### src/rtl/seq_pkg.sv
// Shared definitions for the recirculating query-sequence buffer.
package seq_pkg;

    // Default symbol width: one nucleotide base.
    localparam int SEQ_SYM_W = 2;

    // Base encodings used by the scoring array.
    localparam logic [1:0] BASE_A = 2'd0;
    localparam logic [1:0] BASE_C = 2'd1;
    localparam logic [1:0] BASE_G = 2'd2;
    localparam logic [1:0] BASE_T = 2'd3;

    // Buffer control states.
    typedef enum logic [1:0] {
        ST_IDLE   = 2'd0,
        ST_LOAD   = 2'd1,
        ST_READY  = 2'd2,
        ST_ROTATE = 2'd3
    } seq_state_e;

endpackage

### src/rtl/seq_ring_cell.sv
// One symbol register of the ring; updates on the falling clock edge.
module seq_ring_cell
    import seq_pkg::*;
#(
    parameter int SYM_W = SEQ_SYM_W
) (
    input  logic             clk,
    input  logic             reset,
    input  logic             en,
    input  logic [SYM_W-1:0] d,
    output logic [SYM_W-1:0] q
);

    // Shift register stage with async clear.
    always_ff @(negedge clk or posedge reset) begin
        if (reset)   q <= '0;
        else if (en) q <= d;
    end

endmodule

### src/rtl/seq_ring_buffer.sv
// Recirculating query-sequence buffer: loads a variable-length sequence, then
// replays it a programmable number of times with stall, markers and done.
module seq_ring_buffer
    import seq_pkg::*;
#(
    parameter int SYM_W  = SEQ_SYM_W,
    parameter int DEPTH  = 128,
    parameter int CNT_W  = $clog2(DEPTH + 1),
    parameter int PASS_W = 16
) (
    input  logic              clk,
    input  logic              reset,
    input  logic              clear,
    input  logic              in_valid,
    input  logic [SYM_W-1:0]  in_sym,
    input  logic              in_last,
    output logic              in_ready,
    input  logic              start,
    input  logic [PASS_W-1:0] num_passes,
    input  logic              stall,
    output logic [CNT_W-1:0]  len,
    output logic              out_valid,
    output logic [SYM_W-1:0]  out_sym,
    output logic [CNT_W-1:0]  out_idx,
    output logic              out_first,
    output logic              pass_done,
    output logic              done,
    output logic              busy
);

    localparam logic [CNT_W-1:0]  DEPTH_C = CNT_W'(DEPTH);
    localparam logic [CNT_W-1:0]  ONE     = CNT_W'(1);
    localparam logic [PASS_W-1:0] PONE    = PASS_W'(1);

    seq_state_e state, state_nxt;

    logic [CNT_W-1:0]              idx;
    logic [PASS_W-1:0]             pass_cnt;
    logic [PASS_W-1:0]             passes;
    logic [DEPTH-1:0][SYM_W-1:0]   ring_q;
    logic [DEPTH-1:0][SYM_W-1:0]   ring_d;
    logic [SYM_W-1:0]              tap;
    logic [SYM_W-1:0]              head;
    logic accept, go, step, idx_wrap, last_step, shift_en;

    // Clear overrides every other action, so it masks all event strobes.
    assign in_ready  = ((state == ST_IDLE) || (state == ST_LOAD)) && (len < DEPTH_C);
    assign accept    = in_valid && in_ready && !clear;
    assign go        = (state == ST_READY) && start && (num_passes != '0) && !clear;
    assign step      = (state == ST_ROTATE) && !stall && !clear;
    assign idx_wrap  = (idx == len - ONE);
    assign last_step = step && idx_wrap && (pass_cnt == passes - PONE);
    assign shift_en  = accept || step;

    // During replay the tap feeds back into the head, closing a ring of len cells;
    // cells beyond len-1 shift too but are never observed.
    assign head   = step ? tap : in_sym;
    assign ring_d = {ring_q[DEPTH-2:0], head};

    assign busy      = (state == ST_ROTATE);
    assign out_first = out_valid && (out_idx == '0);
    assign pass_done = out_valid && (out_idx == len - ONE);

    // Tap mux: the oldest loaded symbol sits at r[len-1].
    always_comb begin
        tap = ring_q[0];
        for (int i = 0; i < DEPTH; i++)
            if (CNT_W'(i) == len - ONE) tap = ring_q[i];
    end

    for (genvar i = 0; i < DEPTH; i++) begin : g_ring
        seq_ring_cell #(.SYM_W(SYM_W)) u_cell (
            .clk   (clk),
            .reset (reset),
            .en    (shift_en),
            .d     (ring_d[i]),
            .q     (ring_q[i])
        );
    end

    // State register.
    always_ff @(negedge clk or posedge reset) begin
        if (reset) state <= ST_IDLE;
        else       state <= state_nxt;
    end

    // Next-state logic: load until last/full, hold, replay until final symbol.
    always_comb begin
        state_nxt = state;
        case (state)
            ST_IDLE, ST_LOAD:
                if (accept)
                    state_nxt = (in_last || (len + ONE == DEPTH_C)) ? ST_READY : ST_LOAD;
            ST_READY:  if (go)        state_nxt = ST_ROTATE;
            ST_ROTATE: if (last_step) state_nxt = ST_READY;
            default:                  state_nxt = ST_IDLE;
        endcase
        if (clear) state_nxt = ST_IDLE;
    end

    // Length, replay counters and registered output stream.
    always_ff @(negedge clk or posedge reset) begin
        if (reset) begin
            len       <= '0;
            idx       <= '0;
            pass_cnt  <= '0;
            passes    <= '0;
            out_sym   <= '0;
            out_idx   <= '0;
            out_valid <= 1'b0;
            done      <= 1'b0;
        end else if (clear) begin
            len       <= '0;
            idx       <= '0;
            pass_cnt  <= '0;
            out_valid <= 1'b0;
            done      <= 1'b0;
        end else begin
            out_valid <= step;
            done      <= last_step;
            if (accept) len <= len + ONE;
            if (go) begin
                passes   <= num_passes;
                pass_cnt <= '0;
                idx      <= '0;
            end
            if (step) begin
                out_sym <= tap;
                out_idx <= idx;
                if (idx_wrap) begin
                    idx      <= '0;
                    pass_cnt <= pass_cnt + PONE;
                end else begin
                    idx <= idx + ONE;
                end
            end
        end
    end

endmodule
### config.mk
export PLATFORM = sky130hd
export DESIGN_NAME = seq_ring_buffer
export DESIGN_NICKNAME = d
export VERILOG_FILES = /design/src/rtl/seq_pkg.sv /design/src/rtl/seq_ring_cell.sv /design/src/rtl/seq_ring_buffer.sv
export SDC_FILE = /design/constraint.sdc
export NUM_CORES = 1
export LEC_CHECK = 0
export ABC_AREA = 0
export CAP_MARGIN = 25
export CORE_ASPECT_RATIO = 1.75
export CORE_MARGIN = 2
export CORE_UTILIZATION = 45
export DETAILED_ROUTE_END_ITERATION = 12
export GPL_ROUTABILITY_DRIVEN = 0
export SLEW_MARGIN = 0
export SYNTH_ARGS = -nofsm -noshare
export SYNTH_HDL_FRONTEND = slang
export SYNTH_SLANG_ARGS = --single-unit
### constraint.sdc
create_clock -name clk -period 10.51 [get_ports clk]
set_input_delay 2.6275 -clock clk [delete_from_list [all_inputs] [get_ports clk]]
set_output_delay 2.6275 -clock clk [all_outputs]
set_load 0.03 [all_outputs]
# Word-level counts from Yosys, hierarchy flattened
# Index checks and enable logic that the tools add are counted.
[classes]
addsub = 5
n_eq_ne = 137
n_bitwise = 1
n_reduce_logical = 26
magnitude_cmp = 1
mux = 146
[op_table]
columns = ["operator", "n"]
rows = [
  ["7-bit by 8-bit equality test with 1-bit output, first input constant", 64],
  ["2-bit two-way mux", 133],
  ["6-bit by 8-bit equality test with 1-bit output, first input constant", 32],
  ["5-bit by 8-bit equality test with 1-bit output, first input constant", 16],
  ["4-bit by 8-bit equality test with 1-bit output, first input constant", 8],
  ["16-bit two-way mux", 4],
  ["8-bit two-way mux", 6],
  ["3-bit by 8-bit equality test with 1-bit output, first input constant", 4],
  ["16-bit by 1-bit adder with 16-bit output, second input constant", 1],
  ["8-bit by 1-bit adder with 8-bit output, second input constant", 2],
  ["16-bit equality test", 1],
  ["2-bit by 8-bit equality test with 1-bit output, first input constant", 2],
  ["8-bit equality test", 2],
  ["16-bit nonzero test", 1],
  ["16-bit by 1-bit subtractor with 16-bit output, second input constant", 1],
  ["1-bit logical AND", 12],
  ["1-bit by 8-bit equality test with 1-bit output, first input constant", 1],
  ["8-bit equality test, second input constant", 1],
  ["8-bit zero test", 1],
  ["8-bit < comparator, second input constant", 1],
  ["8-bit by 1-bit subtractor with 8-bit output, second input constant", 1],
  ["3-bit inequality test, second input constant", 2],
  ["2-bit one-hot mux with 3 select lines", 1],
  ["2-bit equality test, second input constant", 2],
  ["12 further kinds", 17],
]
[totals]
ff_bits = 318
wordCells = 453

# Logic depth before layout (Yosys ltp)
[depth]
ltp_word = 130
depth_mapped = 16
ltp_nobuf = 12

# Cells and area by module
# From an unflattened synthesis, not the netlist that was laid out.
[unflattened]
hier_cells = 1791
hier_area_um2 = 18127.4
[by_module_without_submodules]
columns = ["module", "cells_each", "instances", "seq_area_each_um2", "area_each_um2"]
rows = [
  ["seq_ring_cell", 5, 128, 50.0, 76.3],
  ["seq_ring_buffer", 1151, 1, 1551.5, 8358.0],
]

==> metrics <==
final hold vios=0; asr flop ratio synth=100%; Mapped Avg Cell Area=10.5 um2; maximum vdd drop=0.0872 mV; initial antenna violation count=1; Total Wirelength=60300 um; critical path peak fanout=5; RSZ-0062 raised after global routing=false; CP Capture Type=primary output; die area=40900 um2; Worst-path clk slew=0.05 ns; Final Skew=0.0250 ns; final hold slack=0.426 ns; 1st-iter DRT viols=1452; crit path cell chain=inv_1 -> ha_2 -> or3b_4 -> nor3_4 -> xnor2_2 -> xor2_1 -> and4_1 -> buf_4; DRC=0; M1 WL=20800 um; sequential-to-total area share from yosys stat=45.1%; #FFs+latches synth=318; most frequent cells in the layout=318 x dfrtn_1, 267 x mux2_2, 119 x nand2_1; Die W=154 um; DR top layer=met4; via/cell ratio=6.60; dpl cell area=18700 um2; CTS Buffer Depth=3; Crit path max-delay family=simple AND/OR/NAND/NOR gates; CP required=7.88 ns; row cnt=96; met2 routed WL=29700 um; max-slew violations=0; Vias=14676; share of cells above drive strength 1=25.7%; total power=3.36 mW; Post-synth EDFFs=0; Final HPWL DP=42100 um; Worst-Margin Slew=1.10 ns; Finished Cell Area=19800 um2; Synth Cell Area=17600 um2; Max-Cap Viols=0; CTS Hold Bufs=0; core box area=38900 um2; CTS root buf=clkbuf_16; H-Tree Depth=1; IO Port Bufs=48; endpoints failing setup=0; Area growth syn-to-layout=12.5%; WS Path Type=reg -> out; WL met3=4410 um; slowest cell on the critical path=or3b_4; Final #Nets=1745; main flop type after synthesis=dfrtn_1; Min-Delay Path Class=reg -> reg; Synth cell types=104; first-pass GRT wire length=91700 um; clock net sink count=318; WL/cell=27.1 um; max incr delay on CP=0.43 ns; I/O pin total=49; total track usage=29.2%; antenna-violating nets left=0; Leakage=8.71 nW; power density cells=169 nW/um2; Clock Latency Late Sink=0.58 ns; Bufs and invs on worst path=2; drt pass-1 iters=5; CTS Buf Count=31; largest net degree at the start of global routing=135; outcome=finished clean; vias in the first global route=15010; cells after synthesis=1686; storage element area=7960 um2; Post-Syn Nets=1719; CP arrival=7.77 ns; slew margin rel.=26.4%; CTS tree=done; Starting Density=45.3%; setup TNS=0 ns; # fillers=3498; commonest non-fill, non-tap cell in the layout=dfrtn_1; grt total ovfl=0; Synth Warn #=0; die span in y=266 um; CP Launch Type=flop; area of the multi-input gates=9180 um2
report_power, final:
part | internal, mW | total [mW] | switching (mW)
Combinational | 0.299 | 0.723 | 0.424
Sequential | 1.36 | 1.49 | 0.127
Clock | 0.648 | 1.15 | 0.503
Total | 2.31 | 3.36 | 1.05
kinds of logic (layout without fill, tap and decap cells):
family,count (synthesis),in the layout,share of synthesized area [%]
simple gates,482,482,14.3
compound gates,427,427,16.9
flops,318,318,45.1
mux,271,271,17.3
buf+inv,131,179,3.35
xor+xnor,49,49,2.48
fa+ha+maj,8,8,0.567
other cells,0,1,0
synthesized netlist by cell type, types with 7 or more instances:
| master | number | share of area, % |
|---|---|---|
| a211oi_1 | 13 | 0.55 |
| a21oi_1 | 81 | 2.3 |
| a221oi_1 | 10 | 0.50 |
| a311oi_1 | 8 | 0.40 |
| a31oi_1 | 16 | 0.57 |
| and3_1 | 25 | 0.89 |
| and4_1 | 7 | 0.35 |
| buf_2 | 25 | 0.71 |
| buf_4 | 10 | 0.43 |
| clkbuf_1 | 68 | 1.4 |
| dfrtn_1 | 318 | 45 |
| ha_1 | 8 | 0.57 |
| inv_1 | 18 | 0.38 |
| mux2_2 | 267 | 17 |
| nand2_1 | 119 | 2.5 |
| nand2b_1 | 13 | 0.46 |
| nand3_1 | 44 | 1.2 |
| nand3b_1 | 15 | 0.64 |
| nand4_1 | 20 | 0.71 |
| nor2_1 | 118 | 2.5 |
| nor2b_1 | 9 | 0.32 |
| nor3_1 | 26 | 0.74 |
| nor4_1 | 20 | 0.71 |
| o2111ai_1 | 8 | 0.40 |
| o211ai_1 | 24 | 1.0 |
| o21ai_0 | 86 | 2.4 |
| o21ai_1 | 22 | 0.62 |
| o221ai_1 | 11 | 0.55 |
| o22ai_1 | 26 | 0.92 |
| o31a_1 | 9 | 0.45 |
| o31ai_1 | 13 | 0.55 |
| or2_2 | 8 | 0.28 |
| or3_1 | 14 | 0.50 |
| xnor2_1 | 34 | 1.7 |
| xor2_1 | 14 | 0.70 |
final timing paths:
check	depth (start not counted)	from	endpoint	slack, ns
hold reg to reg	2	out_sym[1]	out_sym[1]	0.43
hold / removal	2	out_sym[1]	out_sym[1]	0.43
setup / recovery	8	len[1]	pass_done	0.11
min in group asynchronous	3	reset	g_ring[5].u_cell.q[0]	7.74
setup reg to reg	12	len[3]	g_ring[0].u_cell.q[0]	5.35
max in group asynchronous	3	reset	g_ring[113].u_cell.q[0]	2.00
routing by layer:
metal,up-vias,global-route usage (%)
li1,6368,-
met1,7276,31.6
met2,724,50.5
met3,308,5.74
met4,0,21.4
met5,-,0
what timing repair did:
action	CTS	global route
gates resized for setup	3	6
buffers inserted	0	4
setup endpoints to repair	1	1
pin swaps	0	0
registers in the layout, summed over array words and instances (netlist names):
register         cells
done                 1
g_ring.u_cell.q    256
idx                  8
len                  8
out_idx              8
out_sym              2
out_valid            1
pass_cnt            16
passes              16
state                2
area by class of cell:
class | instances | area share (%)
antenna | 1 | 0.0126
clock buffer | 40 | 4.33
clock inverter | 15 | 0.832
inverter | 20 | 0.397
multi-input combinational | 1237 | 46.3
sequential | 318 | 40.1
tap | 490 | 3.09
timing repair buffer | 104 | 4.97
worst register-to-register path, cell delays in order, from the launching register on:
cell and delay [ns]:
dfrtn_1 0.74, buf_4 0.37, o21ai_2 0.31, a21oi_2 0.67, buf_4 0.37, o21ai_1 0.36, o221ai_1 0.31, a21oi_1 0.13
a2111oi_0 0.47, nor4_1 0.12, a211oi_1 0.69, o2111a_1 0.37, nor4_2 0.06
stage by stage:
step / utilization, % / setup WS, ns / instances
after floorplan: - / -1.44 / 1686
after global placement: 48.1 / 0.209 / 2164
after detailed placement: 48.1 / 0.152 / 2164
after CTS: 50.8 / 0.00861 / 2219
after global routing: 51.0 / 0.00922 / 2225
final: 51.0 / 0.112 / 2225
(Power assumes the default switching activity.)
